===== config.mk =====
export PLATFORM = sky130hd
export DESIGN_NAME = blur_window_sched
export DESIGN_NICKNAME = d
export VERILOG_FILES = /design/src/rtl/blur_window_sched.sv
export SDC_FILE = /design/constraint.sdc
export NUM_CORES = 1
export LEC_CHECK = 0
export ABC_CLOCK_PERIOD_IN_PS = 14550
export CORE_ASPECT_RATIO = 1.1
export CORE_MARGIN = 4
export CORE_UTILIZATION = 62
export DETAILED_ROUTE_END_ITERATION = 8
export GPL_ROUTABILITY_DRIVEN = 0
export PLACE_DENSITY = 0.86
export REMOVE_ABC_BUFFERS = 1
export SETUP_SLACK_MARGIN = 0.1
export SYNTH_ARGS = -nofsm -noshare
export SYNTH_HDL_FRONTEND = slang
export SYNTH_SLANG_ARGS = --single-unit
export TNS_END_PERCENT = 20

===== constraint.sdc =====
create_clock -name clk -period 14.55 [get_ports clk]
set_input_delay 2.1825 -clock clk [delete_from_list [all_inputs] [get_ports clk]]
set_output_delay 2.1825 -clock clk [all_outputs]
set_load 0.02 [all_outputs]

===== src/rtl/blur_window_sched.sv =====
// Sequencer for a 3x3 (1-2-1 separable) weighted blur: issues neighbour reads, drives the
// external MAC and divider, then writes each output pixel in raster order.
module blur_window_sched #(
  parameter int WIDTH  = 960,
  parameter int HEIGHT = 539,
  parameter int ADDR_W = 20
) (
  input  logic              clk,
  input  logic              rst_n,
  input  logic              start,
  output logic              busy,
  output logic              done,
  output logic              rd_en,
  output logic [ADDR_W-1:0] rd_addr,
  output logic              mac_clr,
  output logic              mac_en,
  output logic [2:0]        mac_weight,
  output logic              div_start,
  output logic [4:0]        div_value,
  input  logic              div_done,
  output logic              wr_en,
  output logic [ADDR_W-1:0] wr_addr,
  input  logic              wr_ready
);

  typedef enum logic [2:0] {
    S_IDLE  = 3'd0,
    S_CLEAR = 3'd1,
    S_TAP   = 3'd2,
    S_DRAIN = 3'd3,
    S_DIV   = 3'd4,
    S_WRITE = 3'd5,
    S_DONE  = 3'd6
  } state_t;

  localparam logic [ADDR_W-1:0] ZERO       = {ADDR_W{1'b0}};
  localparam logic [ADDR_W-1:0] ONE        = {{(ADDR_W-1){1'b0}}, 1'b1};
  localparam logic [ADDR_W-1:0] LAST_COL   = ADDR_W'(WIDTH - 1);
  localparam logic [ADDR_W-1:0] LAST_ROW   = ADDR_W'(HEIGHT - 1);
  localparam logic [ADDR_W-1:0] ROW_STRIDE = ADDR_W'(WIDTH);

  function automatic logic [1:0] tap_row(input logic [3:0] tap);
    case (tap)
      4'd0, 4'd1, 4'd2: tap_row = 2'd0;
      4'd3, 4'd4, 4'd5: tap_row = 2'd1;
      default:          tap_row = 2'd2;
    endcase
  endfunction

  function automatic logic [1:0] tap_col(input logic [3:0] tap);
    case (tap)
      4'd0, 4'd3, 4'd6: tap_col = 2'd0;
      4'd1, 4'd4, 4'd7: tap_col = 2'd1;
      default:          tap_col = 2'd2;
    endcase
  endfunction

  function automatic logic [2:0] tap_weight(input logic [1:0] ki, input logic [1:0] kj);
    case ({ki == 2'd1, kj == 2'd1})
      2'b11:        tap_weight = 3'd4;
      2'b10, 2'b01: tap_weight = 3'd2;
      default:      tap_weight = 3'd1;
    endcase
  endfunction

  // Taps stepping off the frame edge are skipped rather than clamped or wrapped.
  function automatic logic tap_in_bounds(input logic [ADDR_W-1:0] row, input logic [ADDR_W-1:0] col,
                                         input logic [1:0] ki, input logic [1:0] kj);
    logic row_ok;
    logic col_ok;
    row_ok = !((ki == 2'd0 && row == ZERO) || (ki == 2'd2 && row == LAST_ROW));
    col_ok = !((kj == 2'd0 && col == ZERO) || (kj == 2'd2 && col == LAST_COL));
    tap_in_bounds = row_ok && col_ok;
  endfunction

  state_t            state_q, state_d;
  logic [ADDR_W-1:0] i_q, i_d, j_q, j_d;
  logic [3:0]        tap_q, tap_d;
  logic [4:0]        wsum_q, wsum_d;
  logic              busy_q, busy_d, done_q, done_d, rd_en_q, rd_en_d;
  logic              mac_clr_q, mac_clr_d, mac_en_q, mac_en_d, div_start_q, div_start_d;
  logic              wr_en_q, wr_en_d;
  logic [ADDR_W-1:0] rd_addr_q, rd_addr_d, wr_addr_q, wr_addr_d;
  logic [2:0]        mac_weight_q, mac_weight_d;
  logic [4:0]        div_value_q, div_value_d;
  logic [1:0]        cur_ki, cur_kj, nxt_ki, nxt_kj;
  logic [2:0]        cur_w;
  logic              cur_inb, nxt_inb;
  logic [ADDR_W-1:0] nxt_row, nxt_col;

  // Decode the tap addressed by the current cycle's read.
  always_comb begin
    cur_ki  = tap_row(tap_q);
    cur_kj  = tap_col(tap_q);
    cur_w   = tap_weight(cur_ki, cur_kj);
    cur_inb = tap_in_bounds(i_q, j_q, cur_ki, cur_kj);
  end

  // Next-state and pixel/tap counter logic.
  always_comb begin
    state_d = state_q;
    i_d     = i_q;
    j_d     = j_q;
    tap_d   = tap_q;
    wsum_d  = wsum_q;
    case (state_q)
      S_IDLE: begin
        if (start) begin
          state_d = S_CLEAR;
          i_d     = ZERO;
          j_d     = ZERO;
        end else begin
          state_d = S_IDLE;
        end
      end
      S_CLEAR: begin
        wsum_d  = 5'd0;
        tap_d   = 4'd0;
        state_d = S_TAP;
      end
      S_TAP: begin
        if (cur_inb) begin
          wsum_d = wsum_q + {2'b00, cur_w};
        end else begin
          wsum_d = wsum_q;
        end
        if (tap_q == 4'd8) begin
          tap_d   = 4'd0;
          state_d = S_DRAIN;
        end else begin
          tap_d   = tap_q + 4'd1;
          state_d = S_TAP;
        end
      end
      S_DRAIN: state_d = S_DIV;
      // div_start_q marks the launch cycle, whose div_done is stale from a previous op.
      S_DIV: begin
        if (!div_start_q && div_done) begin
          state_d = S_WRITE;
        end else begin
          state_d = S_DIV;
        end
      end
      S_WRITE: begin
        if (!wr_ready) begin
          state_d = S_WRITE;
        end else if (j_q == LAST_COL && i_q == LAST_ROW) begin
          i_d     = ZERO;
          j_d     = ZERO;
          state_d = S_DONE;
        end else if (j_q == LAST_COL) begin
          i_d     = i_q + ONE;
          j_d     = ZERO;
          state_d = S_CLEAR;
        end else begin
          j_d     = j_q + ONE;
          state_d = S_CLEAR;
        end
      end
      S_DONE:  state_d = S_IDLE;
      default: state_d = S_IDLE;
    endcase
  end

  // Outputs are decoded from the next state so they appear registered in the state they belong to.
  always_comb begin
    nxt_ki       = tap_row(tap_d);
    nxt_kj       = tap_col(tap_d);
    nxt_inb      = tap_in_bounds(i_q, j_q, nxt_ki, nxt_kj);
    nxt_row      = i_q + ADDR_W'(nxt_ki) - ONE;
    nxt_col      = j_q + ADDR_W'(nxt_kj) - ONE;
    busy_d       = (state_d != S_IDLE) && (state_d != S_DONE);
    done_d       = (state_d == S_DONE);
    mac_clr_d    = (state_d == S_CLEAR);
    rd_en_d      = (state_d == S_TAP) && nxt_inb;
    mac_en_d     = rd_en_q;
    div_start_d  = (state_q == S_DRAIN);
    wr_en_d      = (state_d == S_WRITE);
    if (rd_en_d) begin
      rd_addr_d = nxt_row * ROW_STRIDE + nxt_col;
    end else begin
      rd_addr_d = ZERO;
    end
    if (rd_en_q) begin
      mac_weight_d = cur_w;
    end else begin
      mac_weight_d = 3'd0;
    end
    if (state_q == S_DRAIN) begin
      div_value_d = wsum_q;
    end else if (state_d == S_DIV) begin
      div_value_d = div_value_q;
    end else begin
      div_value_d = 5'd0;
    end
    if (wr_en_d) begin
      wr_addr_d = i_q * ROW_STRIDE + j_q;
    end else begin
      wr_addr_d = ZERO;
    end
  end

  // State, counter and output registers.
  always_ff @(posedge clk or negedge rst_n) begin
    if (!rst_n) begin
      state_q      <= S_IDLE;
      i_q          <= ZERO;
      j_q          <= ZERO;
      tap_q        <= 4'd0;
      wsum_q       <= 5'd0;
      busy_q       <= 1'b0;
      done_q       <= 1'b0;
      rd_en_q      <= 1'b0;
      rd_addr_q    <= ZERO;
      mac_clr_q    <= 1'b0;
      mac_en_q     <= 1'b0;
      mac_weight_q <= 3'd0;
      div_start_q  <= 1'b0;
      div_value_q  <= 5'd0;
      wr_en_q      <= 1'b0;
      wr_addr_q    <= ZERO;
    end else begin
      state_q      <= state_d;
      i_q          <= i_d;
      j_q          <= j_d;
      tap_q        <= tap_d;
      wsum_q       <= wsum_d;
      busy_q       <= busy_d;
      done_q       <= done_d;
      rd_en_q      <= rd_en_d;
      rd_addr_q    <= rd_addr_d;
      mac_clr_q    <= mac_clr_d;
      mac_en_q     <= mac_en_d;
      mac_weight_q <= mac_weight_d;
      div_start_q  <= div_start_d;
      div_value_q  <= div_value_d;
      wr_en_q      <= wr_en_d;
      wr_addr_q    <= wr_addr_d;
    end
  end

  assign busy       = busy_q;
  assign done       = done_q;
  assign rd_en      = rd_en_q;
  assign rd_addr    = rd_addr_q;
  assign mac_clr    = mac_clr_q;
  assign mac_en     = mac_en_q;
  assign mac_weight = mac_weight_q;
  assign div_start  = div_start_q;
  assign div_value  = div_value_q;
  assign wr_en      = wr_en_q;
  assign wr_addr    = wr_addr_q;

endmodule


==> metrics.csv, run 1 <==
stage,metric,value,unit
run_status,status,"complete, no violations",
timing,Setup Skew,0.00903,ns
floorplan,core area,14600,um^2
min_path,Hold WC Path Type,reg2reg,
timing,setup repair after global routing missed its margin,no,
timing,TNS Setup,0,ns
global_routing,GRT Overall Usage,0.243,
clock_tree,# resized after CTS,0,
floorplan,Die H,137,um
drt,Antenna Nets Post-Route,0,
synthesis,Syn Std Cell Area,9340,um^2
setup_path,Worst Path Arrival,8.34,ns
drt,Detail Route met3 WL,843,um
synthesis,Yosys Warn Count,0,
drt,via count,7469,
clock_tree,CTS Buf Count,9,
clock_tree,setup bufs post-CTS,0,
global_routing,vias in the first global route,7408,
timing,Final Cycle Share,0.553,
drt,Iter 0 DRT Violations,477,
timing,fin crit period,8.04,ns
cells_and_area,fin nets,1276,
synthesis,"Distinct cells, synth",64,
clock_tree,worst-skew pair later-pin latency,0.37,ns
setup_path,crit path capture type,flop,
cells_and_area,layout cell share with drive strength beyond 1,0.0334,
run,Max Cap Viol,0,
drt,WL met2,10100,um
setup_path,Crit-path slowest cell,fa_1,
timing,Final Hold Vio Count,0,
drt,M1 WL,8160,um
clock_tree,CTS Hold Buffers Added,0,
timing,slew margin rel.,0.237,
drt,DRC Markers,0,
global_routing,initial antenna violation count,0,
synthesis,most frequent cell after synthesis,inv_1,
timing,Fmax,124,MHz
global_routing,largest net degree at the start of global routing,59,
cells_and_area,Area Growth Syn to Fin,11.6,%
clock_tree,CTS tree,done,
setup_path,startpoint type of the worst setup path,flop,
placed_design,Post-DP HPWL,15700,um
synthesis,Seq cells post-synth,107,
drt,highest metal used,met4,
clock_tree,Root Driver,clkbuf_16,
global_routing,GR Overflow Total,0,
synthesis,Post-synth EDFFs,0,
floorplan,number of placement rows,46,
synthesis,Post-synth ARST share,1.00,
timing,# setup viols final,0,
global_routing,first-pass GRT wire length,34000,um
drt,WL final,20000,um
clock_tree,CTS Buffer Depth,2,
synthesis,synth cell count leaders,"inv_1 (149), ha_1 (129), nor2_1 (117), dfrtp_1 (107), xnor2_1 (65)",
clock_tree,clk sinks,107,
timing,Min Hold Slack,0.486,ns
timing,worst slew pin tran,1.14,ns
setup_path,worst-path fanout max,15,
floorplan,die area,17100,um^2
floorplan,Starting Density,0.639,
clock_tree,H-tree Lvls,3,
drt,post-DR wirelength/cell,15.4,um
timing,max-slew violations,0,
placed_design,Buffers on Ports,59,
floorplan,Die Wd,125,um
synthesis,Main synth FF type,dfrtp_1,
cells_and_area,Ant. Diodes,0,
synthesis,Syn Inst Count,1045,
synthesis,cell taking the most area after synthesis,dfrtp_1,
synthesis,post-synthesis sequential area ratio,0.287,
synthesis,syn avg cell area,8.94,um^2
synthesis,top cell type's share of synthesized area,0.287,
drt,drt first pass iters,5,
drt,number of vias per cell,5.75,
setup_path,Worst EP required,14.85,ns
setup_path,"slowest stage delay, CP",0.57,ns
clock_tree,"Reg clk slew, reported paths",0.08,ns
synthesis,synth top area cells,"dfrtp_1 (29%), ha_1 (17%), fa_1 (8.4%)",
floorplan,IO Count,60,
setup_path,critical path type,reg2reg,
cells_and_area,# fillers,1079,
==> placed cells by master, fill, tap and decap left out, drive strengths merged, types with 29 or more instances in the layout <==
master         count
nand3             32
clkdlybuf4s50     58
dfrtp            107
ha               129
nor2             117
xor2              29
nor3              33
xnor2             65
inv              152
nand2             49
o21ai             55
a21oi             47
fa                39
==> flip-flops by register name (all words and copies together) (netlist names) <==
register,flops
wr_en,1
i_q,20
busy,1
state_q,3
j_q,20
mac_en,1
tap_q,4
div_value,5
wr_addr,20
done,1
mac_weight,3
wsum_q,5
rd_en,1
mac_clr,1
div_start,1
rd_addr,20
==> critical path, delay by kind of cell, from the launching register on <==
family	cells	cell delay (ns)
compound gates	8	1.65
xor+xnor	3	0.80
fa+ha+maj	8	2.94
buf+inv	5	0.37
flops	1	0.53
simple gates	9	1.70
==> layout make-up <==
class	instances	area, um^2	share of cell area
Clock inverter	7	72.6	0.00696
Multi-Input combinational cell	774	6040	0.579
Inverter	149	559	0.0536
Timing Repair Buffer	62	611	0.0586
Tap cell	192	240	0.0230
Sequential cell	107	2680	0.257
Clock buffer	9	225	0.0216
==> metal layers <==
metal	GRT usage	up-vias
met5	0	-
met4	0.132	0
met3	0.0332	58
met2	0.434	218
met1	0.285	3574
li1	-	3619
==> cell families after synthesis <==
group,after synthesis,synth area share
muxes,7,0.00763
DFF,107,0.287
and+or+nand+nor,324,0.170
xor gates and xnor gates,95,0.0905
AOI/OAI and AO/OA,179,0.121
buffers and inverters,164,0.0670
adders and majority gates,169,0.257
==> final timing paths <==
check                           start          end  slack (ns)  cells past startpoint
setup / recovery           state_q[0]  rd_addr[19]        6.51                     33
hold / removal                  rd_en       mac_en        0.49                      0
setup reg to reg           state_q[0]  rd_addr[19]        6.51                     33
hold reg to reg                 rd_en       mac_en        0.49                      0
max in group asynchronous       rst_n  wr_addr[19]       11.55                      2
min in group asynchronous       rst_n    wsum_q[1]        1.81                      1
==> stage by stage <==
| stage | instances | setup slack [ns] | area (um^2) | util |
|---|---|---|---|---|
| 2_1_floorplan | 1030 | 7.45 | 9280 | - |
| 3_3_place_gp | 1284 | 6.98 | 10100 | 0.693 |
| 3_5_place_dp | 1284 | 6.64 | 10100 | 0.693 |
| 4_1_cts | 1300 | 6.57 | 10400 | 0.713 |
| 5_1_grt | 1300 | 5.89 | 10400 | 0.713 |
| 6_report | 1300 | 6.51 | 10400 | 0.713 |
Power of run 1 is left out: the tool's default activity adds up to more than one toggle a clock period on the data nets, which glitch-free logic cannot reach.
==> run 2: changes to the inputs <==
--- a/config.mk
+++ b/config.mk
@@ -5,13 +5,13 @@
 export SDC_FILE = /design/constraint.sdc
 export NUM_CORES = 1
 export LEC_CHECK = 0
-export ABC_CLOCK_PERIOD_IN_PS = 14550
+export ABC_CLOCK_PERIOD_IN_PS = 8200
 export CORE_ASPECT_RATIO = 1.1
 export CORE_MARGIN = 4
-export CORE_UTILIZATION = 62
+export CORE_UTILIZATION = 61
 export DETAILED_ROUTE_END_ITERATION = 8
 export GPL_ROUTABILITY_DRIVEN = 0
-export PLACE_DENSITY = 0.86
+export PLACE_DENSITY = 0.85
 export REMOVE_ABC_BUFFERS = 1
 export SETUP_SLACK_MARGIN = 0.1
 export SYNTH_ARGS = -nofsm -noshare
==> constraint.sdc (replaced) <==
create_clock -name clk -period 8.2 [get_ports clk]
set_input_delay 1.23 -clock clk [delete_from_list [all_inputs] [get_ports clk]]
set_output_delay 1.23 -clock clk [all_outputs]
set_load 0.02 [all_outputs]
==> metrics.csv, run 2 (synthesis gave the netlist of run 1 again) <==
stage,metric,value,unit
drt,WL final,19800,um
drt,Iter 0 DRT Violations,499,
setup_path,Most common cell on crit path,inv_1,
global_routing,largest net degree at the start of global routing,56,
floorplan,number of placement rows,47,
cells_and_area,Area Growth Syn to Fin,12.1,%
floorplan,Die H,138,um
timing,# setup viols final,0,
floorplan,core area,15100,um^2
clock_tree,CTS Buffer Depth,2,
placed_design,Buffers on Ports,59,
drt,drt first pass iters,5,
clock_tree,Root Driver,clkbuf_16,
drt,via count,7391,
run_status,status,"complete, no violations",
clock_tree,clk sinks,107,
cells_and_area,layout cell share with drive strength beyond 1,0.0415,
timing,Final Hold Vio Count,0,
setup_path,Crit. Startpoint,tap_q[0],
setup_path,crit path capture type,flop,
timing,Final Cycle Share,0.928,
min_path,Hold WC Path Type,reg2reg,
min_path,hold path start,rd_en,
cells_and_area,fin nets,1276,
cells_and_area,# fillers,1146,
timing,worst slew pin tran,1.18,ns
placed_design,Post-DP HPWL,15000,um
clock_tree,CTS tree,done,
drt,number of vias per cell,5.67,
timing,Fmax,131,MHz
cells_and_area,most frequent cells in the layout,"inv_1 (149), ha_1 (129), nor2_1 (116)",
clock_tree,"Reg clk slew, reported paths",0.08,ns
global_routing,GRT Overall Usage,0.234,
floorplan,IO Count,60,
timing,max-slew violations,0,
timing,fin crit period,7.61,ns
timing,TNS Setup,0,ns
run,Max Cap Viol,0,
timing,slew margin rel.,0.207,
setup_path,Worst Path Arrival,7.91,ns
floorplan,die area,17400,um^2
clock_tree,CTS Buf Count,9,
setup_path,"slowest stage delay, CP",0.54,ns
setup_path,Crit-path slowest cell,fa_1,
global_routing,initial antenna violation count,0,
clock_tree,CTS Hold Buffers Added,0,
setup_path,critical path type,reg2reg,
clock_tree,worst-skew pair later-pin latency,0.37,ns
global_routing,first-pass GRT wire length,33300,um
setup_path,Reg2Reg Launch Point,tap_q[0],
floorplan,Starting Density,0.621,
clock_tree,setup bufs post-CTS,0,
setup_path,startpoint type of the worst setup path,flop,
timing,setup repair after global routing missed its margin,no,
drt,DRC Markers,0,
floorplan,Die Wd,126,um
setup_path,Worst EP required,8.50,ns
global_routing,GR Overflow Total,0,
cells_and_area,"most common cell after layout, fill and taps aside",inv_1,
cells_and_area,Ant. Diodes,0,
drt,post-DR wirelength/cell,15.2,um
global_routing,vias in the first global route,7111,
drt,Antenna Nets Post-Route,0,
clock_tree,H-tree Lvls,3,
setup_path,worst-path fanout max,7,
timing,Setup Skew,0.00781,ns
[run 2: cell count changes in the layout (fill, tap and decap cells not counted), moves of 2 or more]
cell	previous run	this run
dfrtp_2	0	3
inv_6	1	3
dfrtp_1	107	104
clkinv_4	2	0
[run 2: path summary, 6_finish.rpt]
path,end,slack [ns],depth (start not counted)
worst min-delay path,mac_en,0.46,0
worst max register to register,rd_addr[19],0.59,37
max in group asynchronous,rd_addr[19],6.15,2
min in group asynchronous,div_value[2],0.91,1
worst max-delay path,rd_addr[19],0.59,37
worst min register to register,mac_en,0.46,0
[run 2: metrics by stage]
| stage | std cells | area [um^2] | hold WS [ns] | util | setup WS (ns) |
|---|---|---|---|---|---|
| after floorplan | 1030 | 9280 | 0.491 | - | 1.10 |
| final | 1304 | 10500 | 0.465 | 0.696 | 0.588 |
| after detailed placement | 1288 | 10100 | 0.457 | 0.673 | 0.399 |
| after CTS | 1304 | 10400 | 0.474 | 0.693 | 0.246 |
| after global placement | 1288 | 10100 | 0.455 | 0.673 | 0.614 |
| after global routing | 1304 | 10500 | 0.496 | 0.696 | 0.0491 |
[run 2: final cells by class]
class | count | area [um^2] | area share
flip-flops and latches | 107 | 2680 | 0.256
clock buffers | 9 | 225 | 0.0215
inverters | 149 | 559 | 0.0534
clock inverters | 7 | 68.8 | 0.00657
well taps | 196 | 245 | 0.0234
multi-input cells | 774 | 6090 | 0.581
repair buffers | 62 | 611 | 0.0583
[run 2: worst max-delay path, delay by kind of cell, from the launching register on]
kind / cells / cell delay, ns
muxes: 1 / 0.06
buffers and inverters: 7 / 0.53
adders and majority gates: 9 / 3.05
and+or+nand+nor: 10 / 1.51
DFF: 1 / 0.46
AOI/OAI and AO/OA: 7 / 1.32
xor gates and xnor gates: 3 / 0.60
[run 2: layer usage]
metal | part of all wire | GRT usage | wire length [um]
met1 | 0.42 | 0.289 | 8390
met2 | 0.51 | 0.421 | 10200
met3 | 0.033 | 0.0237 | 652
met4 | 0.028 | 0.0971 | 548
met5 | 0 | 0 | 0
[run 2: what timing repair did]
item | 4_1_cts | 5_1_grt
gates resized for setup | 0 | 12
setup endpoints to repair | 0 | 4
hold endpoints to repair | 0 | 0
Power of run 2 is left out for the same reason.
==> run 3: changes to the inputs <==
--- a/config.mk
+++ b/config.mk
@@ -9,6 +9,7 @@
 export CORE_ASPECT_RATIO = 1.1
 export CORE_MARGIN = 4
 export CORE_UTILIZATION = 61
+export CTS_CLUSTER_DIAMETER = 40
 export DETAILED_ROUTE_END_ITERATION = 8
 export GPL_ROUTABILITY_DRIVEN = 0
 export PLACE_DENSITY = 0.85
==> results of run 3 <==
Same layout as run 2: the final DEF is identical, and so are final timing and power.
Power of run 3 is left out for the same reason.
